`src/rtl/control_pipe.sv`:
```
// Pipelined decode control: D-stage opcode -> E/M/WB control registers; optional trap via CTRL_ILLEGAL_TRAP_EN.
// Latency: E fields one edge after D advances, M two, WB three; stallD is combinational.
// Backpressure: stallD holds fetch/decode on load-use; freeze holds every register; flushIn kills E and M.
module control_pipe #(
  parameter int OPCODEWIDTH  = 4,
  parameter int REGADDRWIDTH = 4,
  parameter int ALUCTRLWIDTH = 3
) (
  input  logic                    clk,
  input  logic                    rst_n,
  input  logic [OPCODEWIDTH-1:0]  opcodeD,
  input  logic                    validD,
  input  logic [REGADDRWIDTH-1:0] rs1D,
  input  logic [REGADDRWIDTH-1:0] rs2D,
  input  logic [REGADDRWIDTH-1:0] rdD,
  input  logic                    freeze,
  input  logic                    flushIn,
  output logic                    stallD,
  output logic                    validE,
  output logic                    validM,
  output logic                    validWB,
  output logic [ALUCTRLWIDTH-1:0] aluControlE,
  output logic                    data2SelectorE,
  output logic                    writeDataEnableM,
  output logic                    outFlagM,
  output logic                    resultSelectorWB,
  output logic                    writeEnableWB,
  output logic [REGADDRWIDTH-1:0] rdE,
  output logic [REGADDRWIDTH-1:0] rdM,
  output logic [REGADDRWIDTH-1:0] rdWB,
  output logic                    illegalOp
);

  typedef struct packed {
    logic                    vld;
    logic                    we;
    logic                    d2;
    logic [ALUCTRLWIDTH-1:0] alu;
    logic                    mw;
    logic                    rs;
    logic                    out;
    logic [REGADDRWIDTH-1:0] rd;
  } e_t;

  typedef struct packed {
    logic                    vld;
    logic                    we;
    logic                    mw;
    logic                    rs;
    logic                    out;
    logic [REGADDRWIDTH-1:0] rd;
  } m_t;

  typedef struct packed {
    logic                    vld;
    logic                    we;
    logic                    rs;
    logic [REGADDRWIDTH-1:0] rd;
  } w_t;

  e_t e_q, e_d, dec;
  m_t m_q, m_d;
  w_t w_q, w_d;
  logic [2:0] alu3;
  logic       hazard;

`ifdef CTRL_ILLEGAL_TRAP_EN
  logic ill_q, ill_d, illegal;
  assign illegal = ((opcodeD >> 4) != '0) || (opcodeD[3:0] == 4'hE);
`endif

  always_comb begin
    dec  = '0;
    alu3 = 3'b000;
    case (opcodeD)
      OPCODEWIDTH'(4'h1): begin dec.mw = 1'b1; alu3 = 3'b110; end
      OPCODEWIDTH'(4'h2): begin dec.we = 1'b1; dec.d2 = 1'b1; alu3 = 3'b111; end
      OPCODEWIDTH'(4'h3): begin dec.we = 1'b1; alu3 = 3'b110; end
      OPCODEWIDTH'(4'h4): begin dec.out = 1'b1; alu3 = 3'b110; end
      OPCODEWIDTH'(4'h5): begin dec.we = 1'b1; alu3 = 3'b000; end
      OPCODEWIDTH'(4'h6): begin dec.we = 1'b1; alu3 = 3'b001; end
      OPCODEWIDTH'(4'h7): begin dec.we = 1'b1; dec.rs = 1'b1; alu3 = 3'b110; end
      OPCODEWIDTH'(4'h8): begin dec.we = 1'b1; alu3 = 3'b011; end
      OPCODEWIDTH'(4'h9): begin dec.we = 1'b1; alu3 = 3'b101; end
      OPCODEWIDTH'(4'hA): alu3 = 3'b001;
      OPCODEWIDTH'(4'hB),
      OPCODEWIDTH'(4'hD),
      OPCODEWIDTH'(4'hF): begin dec.d2 = 1'b1; alu3 = 3'b111; end
      OPCODEWIDTH'(4'hC): alu3 = 3'b110;
      default: ;
    endcase
    dec.alu = ALUCTRLWIDTH'(alu3);
    dec.vld = 1'b1;
    dec.rd  = rdD;
    // A bubble carries nothing, not even its destination register.
    if (!validD) dec = '0;
`ifdef CTRL_ILLEGAL_TRAP_EN
    if (illegal) dec = '0;
`endif
  end

  // Only LOAD sets the result selector, so it doubles as the load marker in E.
  assign hazard = validD && e_q.vld && e_q.rs && ((e_q.rd == rs1D) || (e_q.rd == rs2D));
  assign stallD = hazard && !freeze && !flushIn;

  always_comb begin
    e_d = e_q;
    m_d = m_q;
    w_d = w_q;
    if (!freeze) begin
      w_d.vld = m_q.vld;
      w_d.we  = m_q.we;
      w_d.rs  = m_q.rs;
      w_d.rd  = m_q.rd;
      if (flushIn) begin
        e_d = '0;
        m_d = '0;
      end else begin
        m_d.vld = e_q.vld;
        m_d.we  = e_q.we;
        m_d.mw  = e_q.mw;
        m_d.rs  = e_q.rs;
        m_d.out = e_q.out;
        m_d.rd  = e_q.rd;
        e_d     = hazard ? '0 : dec;
      end
    end
  end

`ifdef CTRL_ILLEGAL_TRAP_EN
  always_comb begin
    ill_d = ill_q;
    if (!freeze && !flushIn && !hazard && validD && illegal) ill_d = 1'b1;
  end
  assign illegalOp = ill_q;
`else
  assign illegalOp = 1'b0;
`endif

  always_ff @(posedge clk or negedge rst_n) begin
    if (!rst_n) begin
      e_q <= '0;
      m_q <= '0;
      w_q <= '0;
`ifdef CTRL_ILLEGAL_TRAP_EN
      ill_q <= 1'b0;
`endif
    end else begin
      e_q <= e_d;
      m_q <= m_d;
      w_q <= w_d;
`ifdef CTRL_ILLEGAL_TRAP_EN
      ill_q <= ill_d;
`endif
    end
  end

  assign validE           = e_q.vld;
  assign aluControlE      = e_q.alu;
  assign data2SelectorE   = e_q.d2;
  assign rdE              = e_q.rd;
  assign validM           = m_q.vld;
  assign writeDataEnableM = m_q.mw;
  assign outFlagM         = m_q.out;
  assign rdM              = m_q.rd;
  assign validWB          = w_q.vld;
  assign resultSelectorWB = w_q.rs;
  assign writeEnableWB    = w_q.we;
  assign rdWB             = w_q.rd;

endmodule

```
`config.mk`:
```
export PLATFORM = sky130hd
export DESIGN_NAME = control_pipe
export DESIGN_NICKNAME = d
export VERILOG_FILES = /design/src/rtl/control_pipe.sv
export SDC_FILE = /design/constraint.sdc
export NUM_CORES = 1
export LEC_CHECK = 0
export ABC_AREA = 1
export ABC_CLOCK_PERIOD_IN_PS = 4800
export BUFFER_PORTS_ARGS = -buffer_cell sky130_fd_sc_hd__buf_2
export CAP_MARGIN = 20
export CORE_AREA = 2 2 65 52
export DETAILED_ROUTE_END_ITERATION = 10
export DIE_AREA = 0 0 67 54
export PLACE_DENSITY = 0.82
export SLEW_MARGIN = 20
export SYNTH_ARGS = -nofsm -noshare
export SYNTH_HDL_FRONTEND = slang
export SYNTH_SLANG_ARGS = --single-unit
```
`constraint.sdc`:
```
create_clock -name clk -period 4.8 [get_ports clk]
set_clock_uncertainty 0.15 [all_clocks]
set_input_delay 1.44 -clock clk [delete_from_list [all_inputs] [get_ports clk]]
set_output_delay 1.44 -clock clk [all_outputs]
set_load 0.02 [all_outputs]
```
==> flow_metrics.py <==
metrics = {
    "grt": {
        "grt_max_degree": 30,
        "grt.total_usage_pct": 19.59,
        "grt_pass1_vias": 1213,
        "antenna_found_initial": 0,
        "busiest_layer": "met2",
        "use_met2_pct": 32.01,
        "use_met3_pct": 5.649,
        "grt_first_pass_wirelength_um": 5195,
        "overflow": 0,
        "use_met1_pct": 25.40,
    },
    "synthesis": {
        "netlist.area_leader.share_pct": 46.22,
        "yosys_warnings": 0,
        "synth.distinct_cells": 24,
        "syn_inst": 200,
        "syn_area_um2": 1570,
        "synth_top_area_cell": "dfrtp_1",
        "synthTopCellsByArea": "dfrtp_1, nand2_1, buf_4",
        "syn-num-nets": 221,
        "synth.yosys.seq_area_share_pct": 46.22,
        "synth_area_per_cell_um2": 7.851,
        "synth_seq_cells": 29,
    },
    "clock_tree": {
        "ctsHtreeMaxLevel": 2,
        "cts_root_buffer": "clkbuf_8",
        "cts_hold_buf": 0,
        "clock_latency_ns": 0.28,
        "clock_tree.buffer_depth": 2,
        "cts.sinks": 29,
        "cts_resized": 0,
        "numCtsBuffers": 5,
        "cts_tree": "done",
        "post_cts_buffers": 0,
        "clkTransAtPathRegs_ns": 0.06,
    },
    "sta": {
        "worst_pin_slew_ns": 0.6859,
        "max_freq_mhz": 253.1,
        "final_max_slew_viol_count": 0,
        "setup_ws_ns": 0.8491,
        "fin_crit_sh_pct": 82.31,
        "holdWs_ns": 0.3287,
        "fin_tns_setup_ns": 0,
        "setup_viol": 0,
        "rsz0062_at_grt": "false",
        "finalHoldViolations": 0,
        "min_period_ns": 3.951,
        "relSlewSlack_pct": 54.23,
    },
    "setup_path": {
        "cp_common_cell": "nand2_1",
        "rr_worst_depth": 9,
        "rr_endpoint": "validE",
        "cp-end-kind": "primary output",
        "cp.arrival_ns": 2.36,
        "rrSetupSlack_ns": 3.30,
        "crit_chain": "buf_2 > inv_1 > nand2_1 > nand2_1 > nor2_1 > nand2_1 > nand2_2 > nand2_4 > nor2_2 > buf_2",
        "path_class": "in2out",
        "cp_slowest_stage_delay_ns": 0.16,
        "critPathLaunchType": "primary input",
        "worstPathRequired_ns": 3.21,
        "r2r_start": "rdE[1]",
        "worstPathMaxFanout": 14,
        "cpMaxStageDelayCell": "buf_2",
    },
    "die": {
        "dieWidth_um": 67,
        "initial_core_util_pct": 51.27,
        "io_pins": 46,
        "rows": 18,
        "die_y_um": 54,
        "die_area_um2": 3618,
        "core_um2": 3063,
    },
    "drt": {
        "via_count": 1305,
        "antenna_left": 0,
        "wirelength_um": 3116,
        "drc": 0,
        "drt_pass1_iterations": 4,
        "drtIter0Drc": 63,
        "routed_via_density": 4.745,
        "wl_per_cell_um": 11.33,
    },
    "pwr": {
        "finalPower_mw": 0.5336,
        "switching_power_mw": 0.1504,
        "vdd_ir_drop_max_v": 0.0001250,
        "p_leak_nw": 1.036,
        "p_clk_share_pct": 35.1,
        "intPower_mw": 0.3832,
        "p_comb_share_pct": 15.6,
        "pwr_density_cell_nw_per_um2": 295.5,
        "switching_share_pct": 28.18,
        "seq_power_share_pct": 49.2,
    },
    "placed_design": {
        "hpwl_um": 2274,
        "portBuffers": 44,
        "pre_cts_slack_ns": 0.8343,
        "gp_congestion": 0.7696,
    },
    "final_layout": {
        "fin_nets": 255,
        "nFillCells": 312,
        "multi_input_area_um2": 599.3,
        "areaGrowthSynthToFinish_pct": 14.98,
        "seqCellArea_um2": 725.7,
        "antenna_cells": 0,
        "drive_above_1_share_pct": 31.91,
    },
    "hold_path": {
        "min_path_cells": 2,
        "hp-class": "reg2reg",
        "min_to": "rdWB[2]",
        "hold_path_startpoint": "rdWB[2]",
    },
    "status": {
        "outcome": "finished, final reports clean",
    },
    "run": {
        "maxCapViolCount": 0,
    },
}
area by class of cell:
cell class,instances,share of cell area [%]
clock buffer,6,4.019
tap,40,2.772
timing repair buffer,45,12.61
sequential,29,40.19
clock inverter,2,0.5544
multi-input combinational,121,33.19
inverter,32,6.653
cell families after synthesis:
| family | after synthesis | synth area share (%) |
|---|---|---|
| buffers and inverters | 50 | 15.62 |
| AND/OR/NAND/NOR | 98 | 30.12 |
| AO/OA/AOI/OAI | 22 | 7.809 |
| other | 1 | 0.2388 |
| flip-flops | 29 | 46.22 |
placed cells by master, fill, tap and decap left out:
master and count:
nand2_2 4, conb_1 1, nor2_2 2, buf_2 44, o211ai_1 1, o21ai_0 10, dfrtp_1 29, inv_1 26
a21oi_1 2, clkbuf_8 5, buf_4 1, nand2_1 62, inv_2 6, nand2_4 1, o22ai_1 7, nand3_1 7
o21ai_1 1, clkbuf_1 1, clkinv_2 2, a31oi_1 1, nor3_1 2, nand3_2 9, or2_1 1, nor2_1 9
nor3_4 1
layer usage:
layer  up-vias  routed length, um
met4         0                 24
met5         -                  0
met3         4                193
li1        674                  -
met2        41               1429
met1       586               1469
sequential cells by signal, indices dropped and copies added, names as in the netlist:
register,cells
validWB,1
writeEnableWB,1
outFlagM,1
rdM,4
aluControlE,3
resultSelectorWB,1
m_q,2
data2SelectorE,1
rdWB,4
e_q,4
rdE,4
validE,1
validM,1
writeDataEnableM,1
worst max-delay path by stage:
stage                       start  depth (start not counted)  slack [ns]      to
after global routing      rs2D[1]                         10        0.71  stallD
final                     rs1D[1]                         10        0.85  stallD
after CTS                 rs1D[1]                         10        0.83  stallD
after floorplan           rs2D[1]                          9        1.04  stallD
after detailed placement  rs1D[1]                         10        0.83  stallD
after global placement    rs1D[1]                         10        0.86  stallD
stage by stage:
step	instance area (um2)	std cells	utilization, %
finish	1805	275	58.95
global placement	1723	267	56.25
global route	1805	275	58.95
CTS	1805	275	58.95
detailed placement	1723	267	56.25
floorplan	1570	200	-
critical path: cells and delay by family:
family                 cells  cell delay, ns
buffers and inverters      3            0.28
AND/OR/NAND/NOR            7            0.63
Yosys cell counts (all sizes together):
cell	n
a21oi	2
a31oi	1
clkbuf	3
or2	1
nor2	11
nand3	16
o21ai	11
nor3	3
buf	15
conb	1
nand2	67
o22ai	7
o211ai	1
dfrtp	29
inv	32
power by group through the flow:
stage,registers [mW],logic [mW],clock network [mW]
6_report,0.263,0.0834,0.187
3_5_place_dp,0.267,0.0841,0
2_1_floorplan,0.272,0.0534,0
3_3_place_gp,0.267,0.0817,0
5_1_grt,0.264,0.0945,0.204
4_1_cts,0.263,0.0844,0.193
(Power assumes the default switching activity.)
